`src/rtl/tube_pkg.sv`:
```
// Shared character codes and seven-segment glyphs ({a,b,c,d,e,f,g}, active-high) for the tube driver and capture logic.
// Blank decodes to code 0, which is also CHAR_A; S omits g so that it stays distinct from 5.
package tube_pkg;

    localparam logic [5:0] CHAR_A     = 6'b000000;
    localparam logic [5:0] CHAR_D     = 6'b000011;
    localparam logic [5:0] CHAR_L     = 6'b001011;
    localparam logic [5:0] CHAR_P     = 6'b001111;
    localparam logic [5:0] CHAR_S     = 6'b010010;
    localparam logic [5:0] CHAR_T     = 6'b010011;
    localparam logic [5:0] CHAR_U     = 6'b101100;
    localparam logic [5:0] CHAR_Y     = 6'b110000;
    localparam logic [5:0] CHAR_1     = 6'b110011;
    localparam logic [5:0] CHAR_2     = 6'b110100;
    localparam logic [5:0] CHAR_3     = 6'b110101;
    localparam logic [5:0] CHAR_4     = 6'b110110;
    localparam logic [5:0] CHAR_5     = 6'b110111;
    localparam logic [5:0] CHAR_6     = 6'b111000;
    localparam logic [5:0] CHAR_7     = 6'b111001;
    localparam logic [5:0] CHAR_NAT   = 6'b111100;
    localparam logic [5:0] CHAR_HI    = 6'b111101;
    localparam logic [5:0] CHAR_LO    = 6'b111110;
    localparam logic [5:0] CHAR_UNK   = 6'b111111;
    localparam logic [5:0] CHAR_BLANK = 6'b000000;

    localparam logic [6:0] SEG_BLANK = 7'b0000000;
    localparam logic [6:0] SEG_A     = 7'b1110111;
    localparam logic [6:0] SEG_D     = 7'b0111101;
    localparam logic [6:0] SEG_L     = 7'b0001110;
    localparam logic [6:0] SEG_P     = 7'b1100111;
    localparam logic [6:0] SEG_S     = 7'b1011010;
    localparam logic [6:0] SEG_T     = 7'b0001111;
    localparam logic [6:0] SEG_U     = 7'b0111110;
    localparam logic [6:0] SEG_Y     = 7'b0111011;
    localparam logic [6:0] SEG_1     = 7'b0110000;
    localparam logic [6:0] SEG_2     = 7'b1101101;
    localparam logic [6:0] SEG_3     = 7'b1111001;
    localparam logic [6:0] SEG_4     = 7'b0110011;
    localparam logic [6:0] SEG_5     = 7'b1011011;
    localparam logic [6:0] SEG_6     = 7'b1011111;
    localparam logic [6:0] SEG_7     = 7'b1110000;
    localparam logic [6:0] SEG_NAT   = 7'b0110111;
    localparam logic [6:0] SEG_HI    = 7'b1000000;
    localparam logic [6:0] SEG_LO    = 7'b0001000;

    typedef enum logic [1:0] {
        IDLE    = 2'd0,
        COLLECT = 2'd1,
        LOST    = 2'd2
    } state_e;

    function automatic logic is_onehot8(input logic [7:0] v);
        return (v != 8'd0) && ((v & (v - 8'd1)) == 8'd0);
    endfunction

endpackage

```
`src/rtl/tube_scan_capture_seg_to_char.sv`:
```
// Combinational glyph decoder: 7-bit segment pattern to 6-bit character code plus a match flag.
// Zero latency; no flow control.
module seg_to_char
    import tube_pkg::*;
(
    input  logic [6:0] seg_i,
    output logic [5:0] code_o,
    output logic       vld_o
);

    always_comb begin
        code_o = CHAR_UNK;
        vld_o  = 1'b1;
        case (seg_i)
            SEG_BLANK: code_o = CHAR_BLANK;
            SEG_A:     code_o = CHAR_A;
            SEG_D:     code_o = CHAR_D;
            SEG_L:     code_o = CHAR_L;
            SEG_P:     code_o = CHAR_P;
            SEG_S:     code_o = CHAR_S;
            SEG_T:     code_o = CHAR_T;
            SEG_U:     code_o = CHAR_U;
            SEG_Y:     code_o = CHAR_Y;
            SEG_1:     code_o = CHAR_1;
            SEG_2:     code_o = CHAR_2;
            SEG_3:     code_o = CHAR_3;
            SEG_4:     code_o = CHAR_4;
            SEG_5:     code_o = CHAR_5;
            SEG_6:     code_o = CHAR_6;
            SEG_7:     code_o = CHAR_7;
            SEG_NAT:   code_o = CHAR_NAT;
            SEG_HI:    code_o = CHAR_HI;
            SEG_LO:    code_o = CHAR_LO;
            default: begin
                code_o = CHAR_UNK;
                vld_o  = 1'b0;
            end
        endcase
    end

endmodule

```
`src/rtl/tube_scan_capture.sv`:
```
// Passive capture of the scanned 8-digit tube bus into a 48-bit frame; frame_valid lands STABLE_CYC+2 cycles
// after the last digit settles at the pins. Purely observing: no backpressure, the bus is never stalled.
module tube_scan_capture
    import tube_pkg::*;
#(
    parameter int STABLE_CYC  = 4,
    parameter int TIMEOUT_CYC = 200000,
    parameter int CNT_W       = 18
) (
    input  logic        sys_clk,
    input  logic        sys_rest,
    input  logic [7:0]  sel,
    input  logic [7:0]  tub1,
    input  logic [7:0]  tub2,
    output logic [47:0] frame,
    output logic [7:0]  dp_mask,
    output logic        frame_valid,
    output logic        frame_changed,
    output logic        decode_err,
    output logic        scan_lost
);

    localparam int SW = $clog2(STABLE_CYC + 1);

    logic [7:0]       sel_q, tub1_q, tub2_q, last_sel_q, last_seg_q;
    logic [SW-1:0]    stab_q, stab_d;
    logic [CNT_W-1:0] tmo_q, tmo_d;
    state_e           state_q, state_d;
    logic [7:0]       seen_q, seen_d;
    logic [47:0]      shadow_q, shadow_d, frame_q, frame_d;
    logic [7:0]       shdp_q, shdp_d, dp_q, dp_d;
    logic             fv_q, fv_d, fc_q, fc_d, err_q, err_d, lost_q, lost_d;

    logic [7:0] seg_byte;
    logic       bus_changed, accept;
    logic [5:0] dec_code, digit_code;
    logic       dec_vld;

    assign seg_byte    = (|sel_q[7:4]) ? tub1_q : tub2_q;
    assign bus_changed = (sel_q != last_sel_q) || (seg_byte != last_seg_q);

    always_comb begin
        stab_d = stab_q;
        if (bus_changed)
            stab_d = SW'(1);
        else if (stab_q != SW'(STABLE_CYC))
            stab_d = stab_q + SW'(1);
    end

    // Accept only on the transition into the saturated count, so a long dwell captures once.
    assign accept = (stab_d == SW'(STABLE_CYC)) && (bus_changed || (stab_q != SW'(STABLE_CYC)))
                    && is_onehot8(sel_q);

    seg_to_char u_seg_to_char (
        .seg_i  (seg_byte[7:1]),
        .code_o (dec_code),
        .vld_o  (dec_vld)
    );

    assign digit_code = dec_vld ? dec_code : CHAR_UNK;

    always_comb begin
        state_d  = state_q;
        seen_d   = seen_q;
        shadow_d = shadow_q;
        shdp_d   = shdp_q;
        frame_d  = frame_q;
        dp_d     = dp_q;
        fv_d     = 1'b0;
        fc_d     = 1'b0;
        lost_d   = lost_q;
        err_d    = err_q | (accept & ~dec_vld);
        tmo_d    = tmo_q;

        if (state_q == IDLE || accept)
            tmo_d = '0;
        else if (tmo_q != CNT_W'(TIMEOUT_CYC))
            tmo_d = tmo_q + CNT_W'(1);

        if (state_q == COLLECT && seen_q == 8'hFF) begin
            frame_d = shadow_q;
            dp_d    = shdp_q;
            fv_d    = 1'b1;
            fc_d    = ({shadow_q, shdp_q} != {frame_q, dp_q});
            seen_d  = 8'h00;
        end

        if (accept) begin
            for (int j = 0; j < 8; j++) begin
                if (sel_q[j]) begin
                    shadow_d[j*6 +: 6] = digit_code;
                    shdp_d[j]          = seg_byte[0];
                end
            end
            seen_d = seen_d | sel_q;
        end

        case (state_q)
            IDLE: begin
                if (accept)
                    state_d = COLLECT;
            end
            COLLECT: begin
                if (!accept && tmo_q == CNT_W'(TIMEOUT_CYC)) begin
                    state_d = LOST;
                    lost_d  = 1'b1;
                    seen_d  = 8'h00;
                end
            end
            LOST: begin
                if (accept) begin
                    state_d = COLLECT;
                    lost_d  = 1'b0;
                end
            end
            default: state_d = IDLE;
        endcase
    end

    always_ff @(posedge sys_clk) begin
        if (sys_rest) begin
            sel_q      <= '0;
            tub1_q     <= '0;
            tub2_q     <= '0;
            last_sel_q <= '0;
            last_seg_q <= '0;
            stab_q     <= '0;
            tmo_q      <= '0;
            state_q    <= IDLE;
            seen_q     <= '0;
            shadow_q   <= '0;
            shdp_q     <= '0;
            frame_q    <= '0;
            dp_q       <= '0;
            fv_q       <= 1'b0;
            fc_q       <= 1'b0;
            err_q      <= 1'b0;
            lost_q     <= 1'b0;
        end else begin
            sel_q      <= sel;
            tub1_q     <= tub1;
            tub2_q     <= tub2;
            last_sel_q <= sel_q;
            last_seg_q <= seg_byte;
            stab_q     <= stab_d;
            tmo_q      <= tmo_d;
            state_q    <= state_d;
            seen_q     <= seen_d;
            shadow_q   <= shadow_d;
            shdp_q     <= shdp_d;
            frame_q    <= frame_d;
            dp_q       <= dp_d;
            fv_q       <= fv_d;
            fc_q       <= fc_d;
            err_q      <= err_d;
            lost_q     <= lost_d;
        end
    end

    assign frame         = frame_q;
    assign dp_mask       = dp_q;
    assign frame_valid   = fv_q;
    assign frame_changed = fc_q;
    assign decode_err    = err_q;
    assign scan_lost     = lost_q;

endmodule

```
`config.mk`:
```
export PLATFORM = sky130hd
export DESIGN_NAME = tube_scan_capture
export DESIGN_NICKNAME = d
export VERILOG_FILES = /design/src/rtl/tube_pkg.sv /design/src/rtl/tube_scan_capture_seg_to_char.sv /design/src/rtl/tube_scan_capture.sv
export SDC_FILE = /design/constraint.sdc
export NUM_CORES = 1
export LEC_CHECK = 0
export CAP_MARGIN = 20
export CORE_AREA = 2 2 146 112
export DETAILED_ROUTE_END_ITERATION = 8
export DIE_AREA = 0 0 148 114
export PLACE_DENSITY = 0.81
export SKIP_CTS_REPAIR_TIMING = 1
export SLEW_MARGIN = 25
export SYNTH_ARGS = -nofsm -noshare
export SYNTH_HDL_FRONTEND = slang
export SYNTH_SLANG_ARGS = --single-unit
```
`constraint.sdc`:
```
create_clock -name sys_clk -period 3.8 [get_ports sys_clk]
set_input_delay 0.57 -clock sys_clk [delete_from_list [all_inputs] [get_ports sys_clk]]
set_output_delay 0.57 -clock sys_clk [all_outputs]
set_load 0.02 [all_outputs]
```
## Word-level counts from Yosys, hierarchy flattened

Cells that the tools add are included.

| word-level totals | value |
|---|---|
| input port bits | 26 |
| output and inout port bits | 60 |
| register bits | 187 |

| operators by class | value |
|---|---|
| reductions and logical operators | 30 |
| mux-type cells | 17 |
| eq/ne operators | 31 |
| bitwise logic cells | 6 |
| $add $sub $neg | 3 |

Operators by type and width:

| kind | count |
|---|---|
| one-hot mux 6 bit (18 select lines) | 1 |
| equality test 7 bit (second input constant) | 9 |
| inequality test 56 bit | 1 |
| equality test 7 x 6 -> 1 bit (second input constant) | 6 |
| two-way mux 8 bit | 5 |
| equality test 7 x 4 -> 1 bit (second input constant) | 3 |
| OR reduction 19 bit | 1 |
| adder 18 x 1 -> 18 bit (second input constant) | 1 |
| equality test 18 bit (second input constant) | 1 |
| inequality test 18 bit (second input constant) | 1 |
| AND reduction 2 bit | 9 |
| inequality test 8 bit | 2 |
| bitwise AND 8 bit | 1 |
| equality test 8 bit (second input constant) | 1 |
| logical NOT 8 bit | 1 |
| OR 8 bit | 1 |
| nonzero test 8 bit | 1 |
| OR reduction 2 bit | 4 |
| subtractor 8 x 1 -> 8 bit (second input constant) | 1 |
| logical NOT 7 bit | 1 |
| two-way mux 3 bit | 2 |
| two-way mux 6 bit | 1 |
| logical AND 1 bit | 5 |
| two-way mux 1 bit | 4 |
| other kinds (19) | 24 |

## Logic depth before layout (Yosys ltp)

| depth | value |
|---|---|
| depth after elaboration | 12 |
| depth in mapped cells | 11 |
| depth with buffers taken out | 9 |

## Hierarchy

Synthesis repeated with hierarchy kept, for this count alone.

| unflattened totals | value |
|---|---|
| cell total of the unflattened synthesis | 939 |
| area total of the unflattened synthesis | 8378.0 um2 |

Modules (own cells, without submodules):

| module | seq. area each (um2) | times used | cells an instance | area an instance (um2) |
|---|---|---|---|---|
| tube_scan_capture | 3743.6 | 1 | 850 | 7785.0 |
| seg_to_char | 0.0 | 1 | 89 | 593.1 |

## Least setup slack after synthesis

Ideal clock, no wire load.

| timing | value |
|---|---|
| path kind | reg-to-reg |
| start point | register stab_q[0] |
| end point | register shadow_q[14] |
| setup slack | 1.118 ns |
| clock period less this slack | 2.682 ns |
| arrival | 2.608 ns |
| library setup time | 0.074 ns |
| stages on the path, launching flop included | 12 |
| cells stage by stage | dfxtp_1 > inv_1 > ha_1 > or3b_2 > a2111oi_0 > o21a_1 > nor4b_4 > and3_1 > buf_4 > buf_6 > o21bai_1 > a31oi_1 |

| between the ends | value |
|---|---|
| word-level cells in the longest chain between the ends | 7 |

Ends and longest elaborated chain:

| item | RTL line | RTL |
|---|---|---|
| start, declared | tube_scan_capture.sv:26 | `logic [SW-1:0] stab_q, stab_d;` |
| start signal, assigned | tube_scan_capture.sv:145 | `stab_q <= stab_d;` |
| adder 3 x 1 -> 3 bit / inequality test 3 bit (equally long branches) | tube_scan_capture.sv:47, tube_scan_capture.sv:46, tube_scan_capture.sv:51 |  |
| two-way mux 3 bit | tube_scan_capture.sv:46 | `else if (stab_q != SW'(STABLE_CYC))` |
| two-way mux 3 bit | tube_scan_capture.sv:44 | `if (bus_changed)` |
| equality test 3 bit | tube_scan_capture.sv:51 | `assign accept = (stab_d == SW'(STABLE_CYC)) && (bus_changed \|\| (stab_q != SW'(STABLE_CYC)))` |
| logical AND 1 bit (*) | tube_scan_capture.sv:51 |  |
| logical AND 1 bit (*) | tube_scan_capture.sv:52 | `&& is_onehot8(sel_q);` |
| AND reduction 2 bit (no line) (*) | - |  |
| end signal, assigned | tube_scan_capture.sv:149 | `shadow_q <= shadow_d;` |
| end, declared | tube_scan_capture.sv:30 | `logic [47:0] shadow_q, shadow_d, frame_q, frame_d;` |

Mark *: on every way between the ends. The rest lies on a longest branch, timed or not.
A chain may end at the register's enable or synchronous reset.

## Worst setup path after layout

| timing | value |
|---|---|
| start point | register stab_q[0] |
| end point | register shdp_q[4] |

| between the ends | value |
|---|---|
| word-level cells in the longest chain between the ends | 7 |

Ends and longest elaborated chain:

| item | RTL line | RTL |
|---|---|---|
| adder 3 x 1 -> 3 bit / inequality test 3 bit (equally long branches) | tube_scan_capture.sv:47, tube_scan_capture.sv:46, tube_scan_capture.sv:51 |  |
| two-way mux 3 bit | tube_scan_capture.sv:46 |  |
| two-way mux 3 bit | tube_scan_capture.sv:44 |  |
| equality test 3 bit | tube_scan_capture.sv:51 |  |
| logical AND 1 bit (*) | tube_scan_capture.sv:51 |  |
| logical AND 1 bit (*) | tube_scan_capture.sv:52 |  |
| AND reduction 2 bit (no line) (*) | - |  |
| end signal, assigned | tube_scan_capture.sv:150 | `shdp_q <= shdp_d;` |
| end, declared | tube_scan_capture.sv:31 | `logic [7:0] shdp_q, shdp_d, dp_q, dp_d;` |

Marked as above.

==> impl_metrics.json <==
{
  "status": "completed",
  "r2r_slack_ns": 0.50,
  "numCtsBuffers": 17,
  "fp-row-count": 40,
  "synth_compound_area_frac": 0.1471,
  "postRouteWirelength_um": 21620,
  "timing.rr.start": "stab_q[0]$_SDFF_PP0_",
  "setup.worst_path.class": "flip-flop to flip-flop",
  "die_y_um": 114,
  "clk_latency_ns": 0.43,
  "rr_endpoint": "shdp_q[4]$_SDFFE_PP0P_",
  "seq_area_frac_synth": 0.4312,
  "tightestPinTransition_ns": 0.8324,
  "finalSetupTns_ns": 0,
  "min_path_type": "flip-flop to flip-flop",
  "die_area_um2": 16870,
  "cts_num_sinks": 187,
  "final_common_cell": "dfxtp_1",
  "synth_cell_types": 73,
  "slowest_stage": "and3_1",
  "synthArstFlopShare": 0,
  "num_vias": 7227,
  "cts_max_path_buffers": 2,
  "place_ws_ns": 0.5418,
  "cts_root_buf": "clkbuf_16",
  "layout_common_cells": "dfxtp_1 (187), nand2_1 (152), clkdlybuf4s50_1 (84)",
  "whs_ns": 0.4793,
  "synthCells": 996,
  "ys_ff_latch": 187,
  "crit_path_end_kind": "flip-flop",
  "min_from": "shadow_q[35]$_SDFFE_PP0P_",
  "gr-total-overflow": 0,
  "place.gp.congestion": 0.9556,
  "h-tree-depth": 4,
  "finalCritPeriodShare": 0.8686,
  "synth_nets": 1026,
  "syn-cell-area_um2": 8682,
  "fin_ws_ns": 0.4995,
  "vdd_drop_max_mv": 0.3171,
  "finalPower_w": 0.004195,
  "worst_r2r_path_depth": 9,
  "slew_viol_final": 0,
  "antenna_cells": 0,
  "cp.arrival_ns": 3.62,
  "grt_pass1_vias": 6680,
  "dp_hpwl_um": 14550,
  "yosys_warnings": 0,
  "slew_headroom": 0.4450,
  "drc": 0,
  "layout.nets": 1063,
  "required_ns": 4.12,
  "detail-route-antenna-nets": 0,
  "yosys.area_share.simple": 0.2374,
  "synth_top_family_by_area": "simple AND/OR/NAND/NOR gates",
  "viasPerCell": 5.754,
  "die_w_um": 148,
  "grt_pass1_wl_um": 35250,
  "slowest_delay_ns": 0.56,
  "power_density_nw_per_um2": 414.9,
  "cts_tree": "yes",
  "grt_usage": 0.2633,
  "rsz0062_at_grt": "false",
  "cp_max_fo": 13,
  "synth_fa_ha_area_frac": 0.008070,
  "synth_xor_area_frac": 0.09785,
  "cap_viol_max_count": 0,
  "synth_mux_area_frac": 0.02853,
  "hold_end": "frame[35]$_SDFFE_PP0P_",
  "leakagePower_nw": 3.897,
  "start_util": 0.5560,
  "io_buffers": 85,
  "ios": 86,
  "path_cells": "inv_1 > ha_1 > or3b_2 > a2111oi_0 > o21a_1 > nor4b_4 > and3_1 > mux2i_1 > nor2_1",
  "dr.pass1.iters": 6,
  "synthToLayoutAreaGrowth_pct": 16.44,
  "coreArea_um2": 15620,
  "period_needed_ns": 3.300,
  "routedWlPerCell_um": 17.21,
  "drt_iter0_drc": 585,
  "synth_edf_count": 0,
  "grt_max_degree": 88,
  "avgSynthCellArea_um2": 8.717,
  "cp-start-kind": "flip-flop",
  "drive_gt1_frac": 0.06501,
  "antenna_found_initial": 0,
  "holdPathStages": 2,
  "ys.flop_type": "dfxtp_1",
  "fin_skew_ns": 0.008955,
  "hold_violations": 0,
  "setup_violations": 0,
  "clkSlewWorstSetupHoldPaths_ns": 0.07,
  "fmax_mhz": 303.0
}
[layout make-up]
cell class                      count  area, um^2
Fill cell                        1284        5505
Multi-Input combinational cell    723        4508
Tap cell                          210       262.8
Inverter                           11       41.29
Clock buffer                       20       446.7
Clock inverter                     12       186.4
Timing Repair Buffer               93       920.9
Sequential cell                   187        3744
[stage by stage]
step | std cells | area [um^2] | utilization
2_1_floorplan | 996 | 8682 | -
3_3_place_gp | 1224 | 9475 | 0.6068
3_5_place_dp | 1224 | 9475 | 0.6068
4_1_cts | 1256 | 10110 | 0.6474
5_1_grt | 1256 | 10110 | 0.6474
6_report | 1256 | 10110 | 0.6474
[kinds of logic after synthesis]
kind of cell             after synthesis
flip-flops                           187
buffers and inverters                 86
adder cells (fa/ha/maj)                6
XOR/XNOR                              97
AND/OR/NAND/NOR                      403
AO/OA/AOI/OAI                        193
multiplexers                          24
[power by group]
| group | leakage [nW] | switching (W) | internal, W |
|---|---|---|---|
| logic | 2.08 | 0.000151 | 0.000105 |
| registers | 1.52 | 0.0000479 | 0.00198 |
| clock network | 0.303 | 0.000781 | 0.00113 |
| total | 3.90 | 0.000979 | 0.00322 |
[worst max path at each step]
stage	start	endpoint	slack (ns)
final	stab_q[0]$_SDFF_PP0_	shdp_q[4]$_SDFFE_PP0P_	0.50
after global placement	stab_q[0]$_SDFF_PP0_	shadow_q[29]$_SDFFE_PP0P_	0.62
after global routing	stab_q[0]$_SDFF_PP0_	shadow_q[29]$_SDFFE_PP0P_	0.22
after floorplan	stab_q[0]$_SDFF_PP0_	shadow_q[14]$_SDFFE_PP0P_	1.12
after detailed placement	stab_q[0]$_SDFF_PP0_	shadow_q[29]$_SDFFE_PP0P_	0.54
after CTS	stab_q[0]$_SDFF_PP0_	shdp_q[4]$_SDFFE_PP0P_	0.54
[critical path: cells and delay by family, from the launching register on]
kind | cells | cell delay, ns
DFF | 1 | 0.37
adders and majority gates | 1 | 0.22
AOI/OAI and AO/OA | 2 | 0.89
muxes | 1 | 0.26
and+or+nand+nor | 4 | 1.35
buffers and inverters | 1 | 0.08
[synth_stat cells, types with 3 or more instances]
cell / number / area share
xor2_1: 69 / 0.070
nor4bb_1: 3 / 0.0035
mux2_2: 3 / 0.0039
o22ai_1: 3 / 0.0022
nand2_1: 152 / 0.066
or4_1: 3 / 0.0026
xnor2_1: 28 / 0.028
and3b_1: 3 / 0.0030
nor3b_1: 6 / 0.0052
o21ai_0: 5 / 0.0029
buf_6: 9 / 0.012
a21oi_1: 83 / 0.048
mux2i_1: 20 / 0.023
a211oi_1: 6 / 0.0052
dfxtp_1: 187 / 0.43
buf_1: 6 / 0.0026
and3_1: 8 / 0.0058
nand2b_1: 4 / 0.0029
or3_1: 3 / 0.0022
and2_1: 7 / 0.0050
nand3_1: 18 / 0.010
nor2b_1: 38 / 0.027
a31oi_1: 32 / 0.023
and4_1: 5 / 0.0050
nor3_1: 15 / 0.0086
nand4_1: 17 / 0.012
buf_2: 7 / 0.0040
nand3b_1: 5 / 0.0043
nor4_1: 26 / 0.019
clkbuf_1: 44 / 0.019
buf_4: 9 / 0.0078
nor2_1: 72 / 0.031
o21bai_1: 36 / 0.031
ha_1: 4 / 0.0058
inv_1: 11 / 0.0048
[layer usage]
metal,vias up,share of wire,track usage
li1,3511,-,-
met1,3393,0.47,0.3915
met2,291,0.44,0.3904
met3,32,0.068,0.04240
met4,0,0.018,0.08508
met5,-,0,0
[flip-flops by register name, indices dropped and copies added, names as in the netlist, 2 cells and up]
register and count:
shdp_q 8, dp_mask 8, frame 48, state_q 2, last_seg_q 8, stab_q 3
last_sel_q 8, sel_q 8, tub1_q 8, seen_q 8, tmo_q 18, shadow_q 48
tub2_q 8
Power figures use the tool's default switching activity.
